### src/rtl/mem_access_unit.sv
// Load/store unit between the control FSM and the memory port (XLEN 32/64, sub-word access, timeout).
// Optional macro MAU_MISALIGN_TRAP_EN: misaligned requests complete at once with an error instead of being rounded down.
module mem_access_unit #(
  parameter int XLEN    = 32,
  parameter int TIMEOUT = 0
) (
  input  logic              clk,
  input  logic              rst,
  input  logic              req_valid,
  output logic              req_ready,
  input  logic              req_write,
  input  logic [2:0]        req_funct3,
  input  logic [XLEN-1:0]   req_addr,
  input  logic [XLEN-1:0]   req_wdata,
  output logic              rsp_valid,
  output logic [XLEN-1:0]   rsp_rdata,
  output logic              rsp_err,
  output logic              mem_read,
  output logic              mem_write,
  output logic [XLEN-1:0]   mem_address,
  output logic [XLEN/8-1:0] mem_byte_enable,
  output logic [XLEN-1:0]   mem_wdata,
  input  logic [XLEN-1:0]   mem_rdata,
  input  logic              mem_resp
);

  localparam int NB   = XLEN / 8;
  localparam int OFFW = $clog2(NB);
  localparam int SHW  = $clog2(XLEN);
  localparam int CNTW = (TIMEOUT > 0) ? $clog2(TIMEOUT + 1) : 1;
  localparam logic [CNTW-1:0] CNT_LAST = (TIMEOUT > 0) ? CNTW'(TIMEOUT - 1) : '0;

  typedef enum logic [1:0] {S_IDLE, S_ACCESS, S_DONE} state_e;

  state_e          state_q;
  logic [1:0]      size_q;
  logic            unsigned_q;
  logic [OFFW-1:0] off_q;
  logic [CNTW-1:0] cnt_q;
  logic            mem_read_q, mem_write_q;
  logic [XLEN-1:0] mem_address_q, mem_wdata_q;
  logic [NB-1:0]   mem_be_q;
  logic            rsp_valid_q, rsp_err_q;
  logic [XLEN-1:0] rsp_rdata_q;

  logic [1:0]      req_size_log2;
  logic [OFFW-1:0] req_off, req_off_eff, size_mask;
  logic            req_illegal;
  logic [NB-1:0]   req_be;
  logic [XLEN-1:0] lane_mask, req_wdata_lane;

  // Request decode: size, effective lane offset, legality, lane mask and lane-shifted store data.
  always_comb begin
    req_size_log2 = req_funct3[1:0];
    size_mask     = OFFW'((1 << req_size_log2) - 1);
    req_off       = req_addr[OFFW-1:0];
    req_illegal   = (req_funct3 == 3'b111) ||
                    ((XLEN == 32) && ((req_funct3 == 3'b011) || (req_funct3 == 3'b110)));
`ifdef MAU_MISALIGN_TRAP_EN
    req_off_eff   = req_off;
    req_illegal   = req_illegal || ((req_off & size_mask) != '0);
`else
    req_off_eff   = req_off & ~size_mask;
`endif
    req_be        = NB'(((1 << (1 << req_size_log2)) - 1) << req_off_eff);
    lane_mask     = '0;
    for (int i = 0; i < NB; i++) begin
      lane_mask[8*i +: 8] = {8{req_be[i]}};
    end
    req_wdata_lane = (req_wdata << {req_off_eff, 3'b000}) & lane_mask;
  end

  logic [XLEN-1:0] rd_shifted, rd_keep, ld_data_d;
  logic [SHW-1:0]  rd_top;
  logic            rd_sign;

  // Load data: bring the addressed lanes down to bit 0, truncate to size, then extend.
  always_comb begin
    rd_shifted = mem_rdata >> {off_q, 3'b000};
    rd_keep    = (XLEN'(1) << (8 << size_q)) - XLEN'(1);
    rd_top     = SHW'((8 << size_q) - 1);
    rd_sign    = ~unsigned_q & rd_shifted[rd_top];
    ld_data_d  = (rd_shifted & rd_keep) | ({XLEN{rd_sign}} & ~rd_keep);
  end

  always_ff @(posedge clk) begin
    if (rst) begin
      state_q       <= S_IDLE;
      size_q        <= '0;
      unsigned_q    <= 1'b0;
      off_q         <= '0;
      cnt_q         <= '0;
      mem_read_q    <= 1'b0;
      mem_write_q   <= 1'b0;
      mem_address_q <= '0;
      mem_be_q      <= '0;
      mem_wdata_q   <= '0;
      rsp_valid_q   <= 1'b0;
      rsp_err_q     <= 1'b0;
      rsp_rdata_q   <= '0;
    end else begin
      case (state_q)
        S_IDLE: begin
          if (req_valid) begin
            size_q     <= req_size_log2;
            unsigned_q <= req_funct3[2];
            off_q      <= req_off_eff;
            cnt_q      <= '0;
            if (req_illegal) begin
              state_q     <= S_DONE;
              rsp_valid_q <= 1'b1;
              rsp_err_q   <= 1'b1;
              rsp_rdata_q <= '0;
            end else begin
              state_q       <= S_ACCESS;
              mem_read_q    <= ~req_write;
              mem_write_q   <= req_write;
              mem_address_q <= {req_addr[XLEN-1:OFFW], {OFFW{1'b0}}};
              mem_be_q      <= req_be;
              mem_wdata_q   <= req_write ? req_wdata_lane : '0;
            end
          end
        end
        S_ACCESS: begin
          // A response arriving on the last budgeted cycle still beats the timeout.
          if (mem_resp) begin
            state_q     <= S_DONE;
            mem_read_q  <= 1'b0;
            mem_write_q <= 1'b0;
            rsp_valid_q <= 1'b1;
            rsp_err_q   <= 1'b0;
            rsp_rdata_q <= mem_write_q ? '0 : ld_data_d;
          end else if ((TIMEOUT != 0) && (cnt_q == CNT_LAST)) begin
            state_q     <= S_DONE;
            mem_read_q  <= 1'b0;
            mem_write_q <= 1'b0;
            rsp_valid_q <= 1'b1;
            rsp_err_q   <= 1'b1;
            rsp_rdata_q <= '0;
          end else begin
            cnt_q <= cnt_q + CNTW'(1);
          end
        end
        S_DONE: begin
          state_q     <= S_IDLE;
          rsp_valid_q <= 1'b0;
          rsp_err_q   <= 1'b0;
        end
        default: state_q <= S_IDLE;
      endcase
    end
  end

  assign req_ready       = (state_q == S_IDLE);
  assign mem_read        = mem_read_q;
  assign mem_write       = mem_write_q;
  assign mem_address     = mem_address_q;
  assign mem_byte_enable = mem_be_q;
  assign mem_wdata       = mem_wdata_q;
  assign rsp_valid       = rsp_valid_q;
  assign rsp_err         = rsp_err_q;
  assign rsp_rdata       = rsp_rdata_q;

endmodule

### config.mk
export PLATFORM = sky130hd
export DESIGN_NAME = mem_access_unit
export DESIGN_NICKNAME = d
export VERILOG_FILES = /design/src/rtl/mem_access_unit.sv
export SDC_FILE = /design/constraint.sdc
export NUM_CORES = 1
export LEC_CHECK = 0
export CAP_MARGIN = 0
export CORE_MARGIN = 8
export CORE_UTILIZATION = 40
export DETAILED_ROUTE_END_ITERATION = 10
export PLACE_DENSITY = 0.78
export SYNTH_ARGS = -nofsm -noshare
export SYNTH_HDL_FRONTEND = slang
export SYNTH_SLANG_ARGS = --single-unit
### constraint.sdc
create_clock -name clk -period 7.4 [get_ports clk]
set_clock_uncertainty 0.2 [all_clocks]
set_input_delay 1.48 -clock clk [delete_from_list [all_inputs] [get_ports clk]]
set_output_delay 1.48 -clock clk [all_outputs]
set_load 0.1 [all_outputs]
# Word-level counts from Yosys, hierarchy flattened
# Cells that the tools add are included.
totals:
  register_bits: 109
  inputBits: 104
  output_inout_bits: 105
classes:
  n_addsub: 4
  n_lt_le_gt_ge: 1
  eq_ne: 9
  shift: 7
  mux: 24
  n_bitwise: 11
  n_reduce_logical: 11
ops:
  columns: ["operator", "count"]
  rows:
  - ["2-to-1 mux 32 bit", 5]
  - ["AND 32 bit", 3]
  - ["one-hot mux 32 bit (2 select lines)", 1]
  - ["<< shifter 1 x 32 -> 32 bit (first input constant)", 2]
  - ["subtractor 32 x 2 -> 32 bit (second input constant)", 2]
  - ["NOT 32 bit", 1]
  - ["OR 32 bit", 1]
  - ["<< shifter 1 x 2 -> 32 bit (first input constant)", 1]
  - ["<< shifter 32 x 2 -> 4 bit", 1]
  - ["<< shifter 32 x 5 -> 32 bit", 1]
  - ["<< shifter 4 x 2 -> 32 bit (first input constant)", 1]
  - [">> shifter 32 x 5 -> 32 bit", 1]
  - ["AND reduction 4 bit", 3]
  - ["2-to-1 mux 1 bit", 9]
  - ["equality test 3 bit (second input constant)", 2]
  - ["less-than comparator 5 x 6 -> 1 bit (second input constant)", 1]
  - ["2-to-1 mux 2 bit", 3]
  - ["inequality test 2 bit (second input constant)", 3]
  - ["one-hot mux 1 bit (3 select lines)", 2]
  - ["binary-select mux 1 bit (select 5 bit)", 1]
  - ["subtractor 5 x 2 -> 5 bit (second input constant)", 1]
  - ["one-hot mux 1 bit (2 select lines)", 2]
  - ["one-hot mux 2 bit (2 select lines)", 1]
  - ["AND reduction 2 bit", 2]
  - ["other kinds (14)", 17]

# Longest topological paths before layout
depth:
  word_depth: 10
  depth_mapped: 10
  ltp_nobuf: 6

# Worst setup path after synthesis
# OpenSTA, ideal clock, no wires.
synth_path:
  kind: "input to register"
  from: "input port req_funct3[0]"
  to: "register mem_be_q[1] (netlist: mem_byte_enable[1])"
  arrival_ns: 3.243
  t_required_ns: 7.130
  slack_ns: 3.887
  cell_stages: 8
  n_path_buf: 2
  path_cell_list: "buf_2 > nor2b_1 > ha_1 > nand2_1 > clkbuf_1 > o31ai_1 > or2_2 > a21oi_1"
synth_between:
  elab_chain_len: 5
  elab_cells_between_ends: 14
  cone_classes: "add/sub (2); eq/ne (3); shift (3); bitwise (3); reduce/logical (3)"
synth_lines:
  columns: ["element", "line_no", "rtl"]
  rows:
  - ["start: declaration", "12", "input logic [2:0] req_funct3,"]
  - ["branches (longest 5 deep; another with subtractor 32 x 2 -> 32 bit)", null, null]
  - ["end signal: assignment", "119", "mem_be_q <= req_be;"]
  - ["end: declaration", "42", "logic [NB-1:0] mem_be_q;"]
# Several ways; the timed one is not identified.
# A chain may end at the register's enable or synchronous reset.

# Worst setup path after layout
layout_path:
  from: "input port req_funct3[1]"
  to: "register mem_wdata_q[28] (netlist: mem_wdata[28])"
layout_between:
  elab_chain_len: 7
  elab_cells_between_ends: 17
  cone_classes: "add/sub (2); eq/ne (3); shift (4); mux (1); bitwise (4); reduce/logical (3)"
layout_lines:
  columns: ["element", "line_no", "rtl"]
  rows:
  - ["branches (longest 7 deep; another with subtractor 32 x 2 -> 32 bit)", null, null]
  - ["end signal: assignment", "120", "mem_wdata_q <= req_write ? req_wdata_lane : '0;"]
  - ["end: declaration", "41", "logic [XLEN-1:0] mem_address_q, mem_wdata_q;"]
# Several ways; the timed one is not identified.

==> metrics <==
Slowest cell on crit path=clkdlybuf4s50_1; Initial Util=0.4111; setup TNS=0 ps; antenna cells=0; CP max stage delay=a little over 700 ps; Routability Congestion=0.9271; die area=16870 µm²; Post-Syn Area per Cell=roughly 8.5 µm²; drt pass-1 iters=5; post_cts resized=0; fraction of registers with async set/reset=0; io pins=around 210; Period minus WS final=about 4200 ps; Max Freq=237.6 MHz; worst skew pair latency=340 ps; PnR worst setup slack=3191 ps; Final Net Count=about 900; initial antenna violation count=0; status=finished, final reports clean; CTS tree=built; Final Max Slew Viols=0; drt first-iter violations=481; Slew @ Worst Pin=1155 ps; synth warn=0; r2r startpoint=state_q[0]; Core Box Area=12620 µm²; Post-CTS Setup Inserts=0; final WL=18440 µm; Setup CP Type=in -> reg; hold depth=2; Place WS=between 2000 and 3000 ps; final worst path period share=0.5687; CP Launch Point=req_funct3[1]; GRT Resource Usage Total=0.2121; Final Instance Count excl. Fillers=963; Distinct cells, synth=54; Crit. End Element=flop; crit-path cells=clkdlybuf4s50_1 > nor2_1 > ha_1 > nand2_1 > nand2b_1 > a21oi_1 > o41ai_1; first-pass GRT wire length=28500 µm; input/output buffers=206; pin count of the biggest net entering global routing=73; Post-DP HPWL=13800 µm; headroom to the max-slew limit=0.2269; Seq/Total Area, Yosys=0.4206; leakage power=0.002654 µW; via count=about 5400; DR WL/cell=19.15 µm; Final Hold Fails=0; clk root buf=clkbuf_16; Max Root-Sink Buffers=2; fraction of layout cells with a size suffix above 1=0.06700; CP max FO=19; area grow syn2layout=46.00%; vias in the first global route=5376; DRC Markers=0; Pwr Density=between 200 and 250 nW/µm²; total CTS buffers=9; most common cell after layout, fill and taps aside=clkdlybuf4s50_1; clk slew on worst S/H paths=~70 ps; Placed Cells incl. Taps=between 900 and 1000; die extent in x=129.9 µm; EDFF count, synth=0; Hold Startpoint=mem_address[25]; ys flop type=dfxtp_1; Reg2Reg Depth=6; Post-DRT Antenna Nets=0; Die Span Y=129.9 µm; WP data required=7410 ps; final setup fails=0; clock sinks=about 110; Max Cap Viol=0; Post-Syn Area=5187 µm²; Critical Path Source Type=input port; Worst Path Arrival=4220 ps; # rows=41; HP Class=reg -> reg; CTS H-Tree Depth=3; most frequent cells in the layout=clkdlybuf4s50_1 (205), nand2_1 (123), dfxtp_1 (109); Worst IR Drop VDD=0.0001350 V; gr ovfl total=0; hold buffer count at CTS=0; Yosys reg bits=109; DR vias/cell=5.651; RSZ-0062 raised after global routing=no; Syn Inst Count=611
per-layer routing:
metal,share of wire,GRT usage,up-vias,routed length [µm]
met5,0,0,-,0
li1,-,-,2545,-
met2,0.45,0.3412,288,8387
met1,0.39,0.2477,2576,7228
met4,0.021,0.07514,0,386
met3,0.13,0.09058,33,2436
critical path: cells and delay by family:
kind / cells / cell delay (ps)
compound gates: 2 / 800
buf+inv: 1 / 720
simple gates: 3 / 780
fa+ha+maj: 1 / 440
power by group:
group          total [µW]  switching (µW)  internal (µW)
Clock                 488             224            263
Combinational         529             370            159
Sequential            636            20.2            616
Total                1650             614           1040
final timing paths:
check / end / slack (ps)
setup reg to reg: mem_wdata[28] / 4320
hold / removal: mem_address[25] / 250
setup / recovery: mem_wdata[28] / 3190
hold reg to reg: mem_address[25] / 250
cells by family (layout without fill, tap and decap cells):
family                     count (synthesis)  count (layout)  share of synthesized area
AOI/OAI and AO/OA                        167             167                     0.2284
adders and majority gates                  6               6                    0.01447
buffers and inverters                     52             231                    0.04534
DFF                                      109             109                     0.4206
muxes                                     37              37                    0.08128
other                                      1               2                  0.0007229
and+or+nand+nor                          239             239                     0.2091
final cells by class:
| class | count | area [µm²] |
|---|---|---|
| Clock buffer | 10 | 229.0 |
| Fill cell | 1117 | 5046 |
| Clock inverter | 6 | 62.56 |
| Inverter | 5 | 18.77 |
| Tap cell | 172 | 215.2 |
| Timing Repair Buffer | 210 | 2087 |
| Multi-Input combinational cell | 451 | 2779 |
| Sequential cell | 109 | 2182 |
cell usage after synthesis (6+ instances only):
library cell	instances	area, µm²
a22o_1	8	70.07
o21ai_0	9	45.04
a21oi_1	66	330.3
nand3_1	17	85.08
ha_1	6	75.07
a32oi_1	16	140.1
nor2b_1	9	56.30
nor2_1	49	183.9
dfxtp_1	109	2182
nand3b_1	15	112.6
o41ai_1	9	78.83
a211oi_1	11	82.58
a211o_1	9	78.83
clkbuf_1	29	108.9
o2111ai_1	8	70.07
o211ai_1	15	112.6
and3_1	9	56.30
mux2i_1	17	170.2
nand2_1	124	465.5
mux2_2	17	191.4
buf_2	11	55.05
state kept, by name, indices dropped and copies added, names as in the netlist, 2 cells and up:
| name | count |
|---|---|
| mem_byte_enable | 4 |
| rsp_rdata | 32 |
| state_q | 2 |
| off_q | 2 |
| mem_wdata | 32 |
| size_q | 2 |
| mem_address | 30 |
through the flow:
step / utilization / total power [µW] / hold WS [ps] / area (µm²)
after detailed placement: 0.5770 / 1175 / 246.2 / 7282
after floorplan: - / 1020 / 253.7 / 5191
after global routing: 0.6001 / 1712 / 274.8 / 7574
after global placement: 0.5770 / 1169 / 241.7 / 7282
after CTS: 0.6001 / 1658 / 255.0 / 7574
final: 0.6001 / 1652 / 254.9 / 7574
No activity file was read; power rests on OpenSTA's default activity.
